--- src/rtl/text_console_writer_if.sv ---
// Byte-in / tile-write-out bundle for text_console_writer.
// slave  : the console writer (consumes bytes, drives tile memory writes)
// master : the byte source / tile memory side (drives bytes, observes writes)
//   in_valid, in_data, in_ready : byte stream handshake
//   wr_en, wr_addr, wr_data     : tile memory write port
interface text_console_writer_if #(
    parameter int unsigned CODE_W = 8,
    parameter int unsigned ADDR_W = 12
) ();
    logic              in_valid;
    logic [7:0]        in_data;
    logic              in_ready;
    logic              wr_en;
    logic [ADDR_W-1:0] wr_addr;
    logic [CODE_W-1:0] wr_data;

    modport slave (
        input  in_valid, in_data,
        output in_ready, wr_en, wr_addr, wr_data
    );

    modport master (
        output in_valid, in_data,
        input  in_ready, wr_en, wr_addr, wr_data
    );
endinterface

--- src/rtl/text_console_writer.sv ---
// Converts a stream of ASCII bytes and control codes (CR, LF, BS, FF) into write cycles
// for the character tile memory, tracking a cursor on a COLS x ROWS grid. The screen is
// cleared after reset and on FF; each line feed clears the row it lands on.
// Ports:
//   px_clk   : pixel clock, the only clock
//   rst_n    : asynchronous active-low reset
//   bus      : byte handshake in, tile memory write strobe/address/data out
//   cur_col  : cursor column 0..COLS-1
//   cur_row  : cursor row 0..ROWS-1
//   busy     : high while a line or full-screen clear runs
module text_console_writer #(
    parameter int unsigned       COLS   = 80,
    parameter int unsigned       ROWS   = 30,
    parameter int unsigned       CODE_W = 8,
    parameter int unsigned       ADDR_W = 12,
    parameter logic [CODE_W-1:0] BLANK  = 8'h20
) (
    input  logic                  px_clk,
    input  logic                  rst_n,
    text_console_writer_if.slave  bus,
    output logic [6:0]            cur_col,
    output logic [4:0]            cur_row,
    output logic                  busy
);
    localparam logic [6:0]        LastCol   = 7'(COLS - 1);
    localparam logic [4:0]        LastRow   = 5'(ROWS - 1);
    localparam logic [ADDR_W-1:0] LastCell  = ADDR_W'(COLS * ROWS - 1);
    localparam logic [ADDR_W-1:0] LastInRow = ADDR_W'(COLS - 1);
    localparam logic [ADDR_W-1:0] ColsA     = ADDR_W'(COLS);

    typedef enum logic [1:0] {StIdle, StClrLine, StClrAll} state_e;

    state_e            state_q, state_d;
    logic [ADDR_W-1:0] clr_cnt_q, clr_cnt_d;
    logic [6:0]        col_q, col_d;
    logic [4:0]        row_q, row_d;
    logic              wr_en_q, wr_en_d;
    logic [ADDR_W-1:0] wr_addr_q, wr_addr_d;
    logic [CODE_W-1:0] wr_data_q, wr_data_d;
    logic              in_ready_q, in_ready_d;
    logic              busy_q, busy_d;

    logic [ADDR_W-1:0] row_base;
    logic [4:0]        row_next;
    logic              accept;

    assign row_base = ADDR_W'(row_q) * ColsA;
    assign row_next = (row_q == LastRow) ? 5'd0 : row_q + 5'd1;
    assign accept   = bus.in_valid && in_ready_q;

    always_comb begin
        state_d   = state_q;
        clr_cnt_d = clr_cnt_q;
        col_d     = col_q;
        row_d     = row_q;
        wr_en_d   = 1'b0;
        wr_addr_d = wr_addr_q;
        wr_data_d = wr_data_q;

        case (state_q)
            StIdle: begin
                if (accept) begin
                    if (bus.in_data >= 8'h20 && bus.in_data <= 8'h7E) begin
                        wr_en_d   = 1'b1;
                        wr_addr_d = row_base + ADDR_W'(col_q);
                        wr_data_d = CODE_W'(bus.in_data);
                        if (col_q == LastCol) begin
                            // Line wrap behaves exactly like CR+LF
                            col_d     = 7'd0;
                            row_d     = row_next;
                            clr_cnt_d = '0;
                            state_d   = StClrLine;
                        end else begin
                            col_d = col_q + 7'd1;
                        end
                    end else begin
                        case (bus.in_data)
                            8'h0D: col_d = 7'd0;
                            8'h0A: begin
                                row_d     = row_next;
                                clr_cnt_d = '0;
                                state_d   = StClrLine;
                            end
                            8'h08: if (col_q != 7'd0) col_d = col_q - 7'd1;
                            8'h0C: begin
                                col_d     = 7'd0;
                                row_d     = 5'd0;
                                clr_cnt_d = '0;
                                state_d   = StClrAll;
                            end
                            default: ; // other control/high bytes are dropped
                        endcase
                    end
                end
            end
            StClrLine: begin
                // row_q already holds the new row
                wr_en_d   = 1'b1;
                wr_addr_d = row_base + clr_cnt_q;
                wr_data_d = BLANK;
                if (clr_cnt_q == LastInRow) begin
                    clr_cnt_d = '0;
                    state_d   = StIdle;
                end else begin
                    clr_cnt_d = clr_cnt_q + 1'b1;
                end
            end
            StClrAll: begin
                wr_en_d   = 1'b1;
                wr_addr_d = clr_cnt_q;
                wr_data_d = BLANK;
                if (clr_cnt_q == LastCell) begin
                    clr_cnt_d = '0;
                    state_d   = StIdle;
                end else begin
                    clr_cnt_d = clr_cnt_q + 1'b1;
                end
            end
            default: begin
                clr_cnt_d = '0;
                state_d   = StClrAll;
            end
        endcase

        // Registered from next state so they line up with state_q
        in_ready_d = (state_d == StIdle);
        busy_d     = (state_d == StClrLine) || (state_d == StClrAll);
    end

    always_ff @(posedge px_clk or negedge rst_n) begin
        if (!rst_n) begin
            state_q    <= StClrAll;
            clr_cnt_q  <= '0;
            col_q      <= 7'd0;
            row_q      <= 5'd0;
            wr_en_q    <= 1'b0;
            wr_addr_q  <= '0;
            wr_data_q  <= BLANK;
            in_ready_q <= 1'b0;
            busy_q     <= 1'b1;
        end else begin
            state_q    <= state_d;
            clr_cnt_q  <= clr_cnt_d;
            col_q      <= col_d;
            row_q      <= row_d;
            wr_en_q    <= wr_en_d;
            wr_addr_q  <= wr_addr_d;
            wr_data_q  <= wr_data_d;
            in_ready_q <= in_ready_d;
            busy_q     <= busy_d;
        end
    end

    assign bus.in_ready = in_ready_q;
    assign bus.wr_en    = wr_en_q;
    assign bus.wr_addr  = wr_addr_q;
    assign bus.wr_data  = wr_data_q;
    assign cur_col      = col_q;
    assign cur_row      = row_q;
    assign busy         = busy_q;
endmodule

--- src/flat_wrapper.sv ---
// flat-port wrapper written by rule: the top's interface ports become plain ports
module text_console_writer_flat 
#(
    parameter int unsigned       COLS   = 80,
    parameter int unsigned       ROWS   = 30,
    parameter int unsigned       CODE_W = 8,
    parameter int unsigned       ADDR_W = 12,
    parameter logic [CODE_W-1:0] BLANK  = 8'h20
)
  (px_clk, rst_n, cur_col, cur_row, busy, bus_in_valid, bus_in_data, bus_in_ready, bus_wr_en, bus_wr_addr, bus_wr_data);
  text_console_writer_if #(.CODE_W(CODE_W), .ADDR_W(ADDR_W)) bus_i ();
  input  logic px_clk;
  input  logic rst_n;
  output logic [6:0] cur_col;
  output logic [4:0] cur_row;
  output logic busy;
  input wire logic [$bits(bus_i.in_valid)-1:0] bus_in_valid;
  input wire logic [$bits(bus_i.in_data)-1:0] bus_in_data;
  output wire logic [$bits(bus_i.in_ready)-1:0] bus_in_ready;
  output wire logic [$bits(bus_i.wr_en)-1:0] bus_wr_en;
  output wire logic [$bits(bus_i.wr_addr)-1:0] bus_wr_addr;
  output wire logic [$bits(bus_i.wr_data)-1:0] bus_wr_data;
  assign bus_i.in_valid = bus_in_valid;
  assign bus_i.in_data = bus_in_data;
  assign bus_in_ready = bus_i.in_ready;
  assign bus_wr_en = bus_i.wr_en;
  assign bus_wr_addr = bus_i.wr_addr;
  assign bus_wr_data = bus_i.wr_data;
  text_console_writer #(.COLS(COLS), .ROWS(ROWS), .CODE_W(CODE_W), .ADDR_W(ADDR_W), .BLANK(BLANK)) u_core (.px_clk(px_clk), .rst_n(rst_n), .bus(bus_i), .cur_col(cur_col), .cur_row(cur_row), .busy(busy));
endmodule
--- config.mk ---
export PLATFORM = sky130hd
export DESIGN_NAME = text_console_writer_flat
export DESIGN_NICKNAME = d
export VERILOG_FILES = /design/src/rtl/text_console_writer_if.sv /design/src/rtl/text_console_writer.sv /design/src/flat_wrapper.sv
export SDC_FILE = /design/constraint.sdc
export NUM_CORES = 1
export LEC_CHECK = 0
export CAP_MARGIN = 20
export CORE_ASPECT_RATIO = 1.2
export CORE_MARGIN = 3
export CORE_UTILIZATION = 50
export DETAILED_ROUTE_END_ITERATION = 6
export PLACE_DENSITY = 0.74
export SYNTH_ARGS = -nofsm -noshare
export SYNTH_HDL_FRONTEND = slang
export SYNTH_SLANG_ARGS = --single-unit
--- constraint.sdc ---
create_clock -name px_clk -period 5.8 [get_ports px_clk]
set_clock_uncertainty 0.1 [all_clocks]
set_input_delay 1.74 -clock px_clk [delete_from_list [all_inputs] [get_ports px_clk]]
set_output_delay 1.74 -clock px_clk [all_outputs]
set_load 0.05 [all_outputs]
* Word level (Yosys, flattened, before mapping)
Index checks and enable logic that the tools add are counted.
Cells by class: bitwise logic cells 0, divide/modulo/power cells 0, magnitude comparators 2, eq/ne operators 18, shifts and indexed selects 0, reduce and logical (&&, ||, !) cells 18, add/sub/neg operators 6, mux-type cells 31, multiply operators 1
Operators by type and width (number):
- 2-to-1 mux 12 bit | 8
- case mux 12 bit (3 select lines) | 2
- == test 8 x 4 -> 1 bit (second input constant) | 4
- 2-to-1 mux 7 bit | 3
- 2-to-1 mux 8 bit | 2
- case mux 8 bit (2 select lines) | 1
- 2-to-1 mux 5 bit | 3
- case mux 7 bit (2 select lines) | 1
- adder 12 x 1 -> 12 bit (second input constant) | 1
- adder 12 bit | 1
- adder 12 x 7 -> 12 bit | 1
- == test 12 bit (second input constant) | 1
- == test 12 x 7 -> 1 bit (second input constant) | 1
- 2-to-1 mux 2 bit | 5
- case mux 5 bit (2 select lines) | 1
- AND reduction 3 bit | 3
- nonzero test 3 bit | 3
- >= comparator 8 x 6 -> 1 bit (second input constant) | 1
- <= comparator 8 x 7 -> 1 bit (second input constant) | 1
- multiplier 5 x 3 -> 8 bit (second input constant) | 1
- AND reduction 4 bit | 2
- adder 7 x 1 -> 7 bit (second input constant) | 1
- == test 7 bit (second input constant) | 1
- nonzero test 7 bit | 1
- other kinds (19) | 27
Storage, ports and cells: flip-flop bits (word level) 49, bits of input ports 11, memories 0, output and inout port bits 35, latch bits 0, memory bits (read-only) 0, memory bits (writable) 0

* Logic depth before layout (Yosys ltp)
depth after elaboration 7, gate-level depth with buffers 13

* Worst setup path after synthesis
Ideal clock, no wire load.
path kind input to register, from input bus_in_data[1], to register u_core.clr_cnt_q[7], required time 5.631 ns, setup slack 1.859 ns, data arrival time 3.772 ns, stages 6, cells stage by stage or4b_1 > or4_4 > a21boi_4 > o31a_1 > or4_1 > nand3_1
On the way: longest elaborated chain between the ends 5
Ends and longest elaborated chain:
- from (decl) | line flat_wrapper.sv:18 | input wire logic [$bits(bus_i.in_data)-1:0] bus_in_data;
- >= comparator 8 x 6 -> 1 bit / <= comparator 8 x 7 -> 1 bit (equally long branches) | line text_console_writer.sv:63 | if (bus.in_data >= 8'h20 && bus.in_data <= 8'h7E) begin
- logical AND 1 bit | line text_console_writer.sv:63
- 2-to-1 mux 12 bit | line text_console_writer.sv:63
- 2-to-1 mux 12 bit | line text_console_writer.sv:62 | if (accept) begin
- case mux 12 bit (3 select lines) | line text_console_writer.sv:60 | case (state_q)
- to (signal assigned) | line text_console_writer.sv:143 | clr_cnt_q <= clr_cnt_d;
- to (decl) | line text_console_writer.sv:34 | logic [ADDR_W-1:0] clr_cnt_q, clr_cnt_d;
Parallel ways exist; a longest one is shown, timed or not. The select of a mux whose other input is x is not followed. A chain may end at the register's enable or synchronous reset.

* Worst setup path in the final report
from input bus_in_data[4], to register u_core.clr_cnt_q[3]
The elaborated chain is that of the path after synthesis.

==> run metrics <==
status=completed; Worst EP required=5.92 ns; num rows=31; first-pass GRT wire length=13,430 um; area leader, netlist=dfrtp_1; CP Launch Type=primary input; htree depth=2; wire per inst=16.13 um; multiplexer area fraction after synthesis=0.01952; Die ar.=7549 um2; Slew Limit Fails=0; vias in the first global route=2,756; Setup crit end kind=flip-flop; GRT Overall Usage=0.2232; via count=3,002; vias per cell=6.016; Worst path max stage delay=0.56 ns; Slew @ Worst Pin=0.7429 ns; Power Internal=1013 uW; clock group share of total power=0.098; Post-synth EDFFs=0; cell count after synthesis=376; Num CTS Buffers=5; Net Sw Frac=0.5226; fin crit period=4.462 ns; die width=79.82 um; critical-path maximum fanout=16; final worst-path cycle share=0.7692; Post-Synth Simple-Gate Area=0.2338; Clock Tree Root=clkbuf_8; clk buf depth=2; sequential cell area fraction in the yosys report=0.3762; arrival time at the worst endpoint=4.58 ns; final std cells w/o fill=499; Worst Setup Slack, final=1.338 ns; clock insertion delay at the later pin of the skew report=0.31 ns; Fmax achieved=224.1 MHz; HP Class=reg2reg; Synth area leaders=dfrtp_1 (35%), ha_1 (9.2%), nor2_1 (4.9%); overflow left after global routing=0; synth unique cells=55; total clock sinks=49; largest net degree at the start of global routing=50; Max VDD drop=303.5 uV; final setup TNS=0 ns; max-cap viol count=0; pwr/cell area=547.5 nW/um2; ys flop type=dfrtp_1; Antenna Cells=0; Synth async-reset ratio=1.000; I/O pin count=46; dpl cells=491; unrepaired setup endpoints after global routing=no; P_sw=1109 uW; Relative slew margins=0.4983; total wire length=8049 um; DRC violations left=0; placer congestion estimate=0.8799; final-report hold violation count=0; total of warnings raised by yosys=0; # port buffers=45; Mapped Area=3269 um2; area share of fa/ha/maj cells after synthesis=0.1041; post_cts resized=0; detailed router's first-iteration violation count=232; mean area per synthesized cell=8.695 um2; CTS clk-pin slew, worst paths=0.10 ns; Crit Path Category=in2reg; Synth Area in Compound Gates=0.2021; Placement Cell Area=3785 um2; sequential share of power=0.275; First-pass DRT Iterations=5; fill cell count=537; Combinational Power Share=0.627; xor and xnor fraction of the mapped netlist area=0.02679; setup violators final=0; initial cell density of the core=0.5301; share of the synthesized area in the top cell type=0.3521; static leakage=0.001704 uW; largest family of logic cells by synthesized area=simple AND/OR/NAND/NOR gates; cells along the critical path=clkdlybuf4s50_1 > or4b_1 > or4_4 > a21boi_4 > o31a_1 > nand2b_1 > o31ai_1; antenna violations before repair=0; Mapped Nets=413; CTS tree=built; fin area=3875 um2; hold_buf cts=0; setup repair bufs after CTS=0; layout cell share with drive strength beyond 1=0.05276; HPWL after DPL=5957 um; dpl ws=1.040 ns; antenna-violating nets left=0; core area=6167 um2; synthesis-to-finish area growth=18.52%; CP max-delay cell=or4b_1; Yosys reg bits=49; nets=453; Die H=94.58 um
cells in the final DEF (no fill, tap or decap), types with 13 or more instances in the layout:
master / n
a221oi_1: 13
nor2_1: 43
o21ai_0: 22
ha_1: 24
dfrtp_1: 46
nand3_1: 25
a21oi_1: 17
inv_1: 16
nand2_1: 39
clkdlybuf4s50_1: 44
worst max-delay path, delay by kind of cell:
| kind | cells | cell delay, ns |
|---|---|---|
| buf+inv | 1 | 0.46 |
| simple gates | 3 | 1.41 |
| compound gates | 3 | 0.95 |
cell usage after synthesis (3+ instances only):
cell	n
a211oi_1	3
ha_1	24
a21o_1	7
nand2b_1	9
a221oi_1	13
o31ai_1	9
nand4_1	3
o21ai_0	22
clkbuf_1	13
o22ai_1	5
or3_1	3
dfstp_2	3
inv_1	16
nand3_1	25
and2_1	10
xor2_1	3
nor3_1	5
and3_1	8
mux2i_1	3
dfrtp_1	46
a21oi_1	17
nand2_1	39
mux2_2	3
xnor2_1	7
nor2_1	43
flip-flops by register name (all words and copies together), names as in the netlist:
register             count
u_core.cur_col           7
u_core.busy              1
u_core.state_q           2
u_core.cur_row           5
u_core.bus.wr_data       8
u_core.bus.wr_en         1
u_core.bus.in_ready      1
u_core.bus.wr_addr      12
u_core.clr_cnt_q        12
through the flow:
stage | hold WS, ns | power, uW | utilization
floorplan | 0.3934 | 1515 | -
global placement | 0.3413 | 1903 | 0.6137
detailed placement | 0.3434 | 1921 | 0.6137
CTS | 0.3562 | 2138 | 0.6283
global route | 0.3859 | 2275 | 0.6283
finish | 0.3526 | 2121 | 0.6283
path summary, 6_finish.rpt:
kind                                                    from                                 end  slack [ns]  cells after the start
setup / recovery                              bus_in_data[4]     u_core.clr_cnt_q[3]$_DFFE_PN0P_        1.34                      7
hold / removal             u_core.bus.wr_data[5]$_DFFE_PN1P_   u_core.bus.wr_data[5]$_DFFE_PN1P_        0.35                      2
setup reg to reg                 u_core.state_q[1]$_DFF_PN1_  u_core.bus.wr_addr[10]$_DFFE_PN0P_        2.63                     12
hold reg to reg            u_core.bus.wr_data[5]$_DFFE_PN1P_   u_core.bus.wr_data[5]$_DFFE_PN1P_        0.35                      2
max in group asynchronous                              rst_n  u_core.bus.wr_addr[11]$_DFFE_PN0P_        3.75                      2
min in group asynchronous                              rst_n          u_core.bus.wr_en$_DFF_PN0_        1.43                      2
logic make-up (layout without fill, tap and decap cells):
| family | after synthesis | in the layout |
|---|---|---|
| and+or+nand+nor | 157 | 157 |
| AOI/OAI and AO/OA | 96 | 96 |
| DFF | 49 | 49 |
| buffers and inverters | 32 | 73 |
| adders and majority gates | 26 | 26 |
| xor gates and xnor gates | 10 | 10 |
| muxes | 6 | 6 |
layer usage:
| layer | vias to the layer above | part of all wire | track usage |
|---|---|---|---|
| met1 | 1455 | 0.45 | 0.2971 |
| li1 | 1445 | - | - |
| met5 | - | 0 | 0 |
| met2 | 93 | 0.48 | 0.3712 |
| met4 | 0 | 0.014 | 0.06620 |
| met3 | 9 | 0.050 | 0.04008 |
cell type report:
type | instances | area, um2 | area share
well taps | 82 | 102.6 | 0.02648
inverters | 16 | 60.06 | 0.01550
repair buffers | 49 | 475.5 | 0.1227
multi-input cells | 295 | 1917 | 0.4947
clock inverters | 3 | 21.27 | 0.005489
clock buffers | 5 | 68.82 | 0.01776
flip-flops and latches | 49 | 1230 | 0.3174
power groups by stage:
| stage | clock network (uW) | registers, uW | logic (uW) |
|---|---|---|---|
| detailed placement | 0 | 592 | 1330 |
| global route | 229 | 603 | 1440 |
| CTS | 217 | 585 | 1340 |
| floorplan | 0 | 944 | 571 |
| finish | 208 | 584 | 1330 |
| global placement | 0 | 591 | 1310 |
Note: power is estimated with default switching activity, not from simulation.
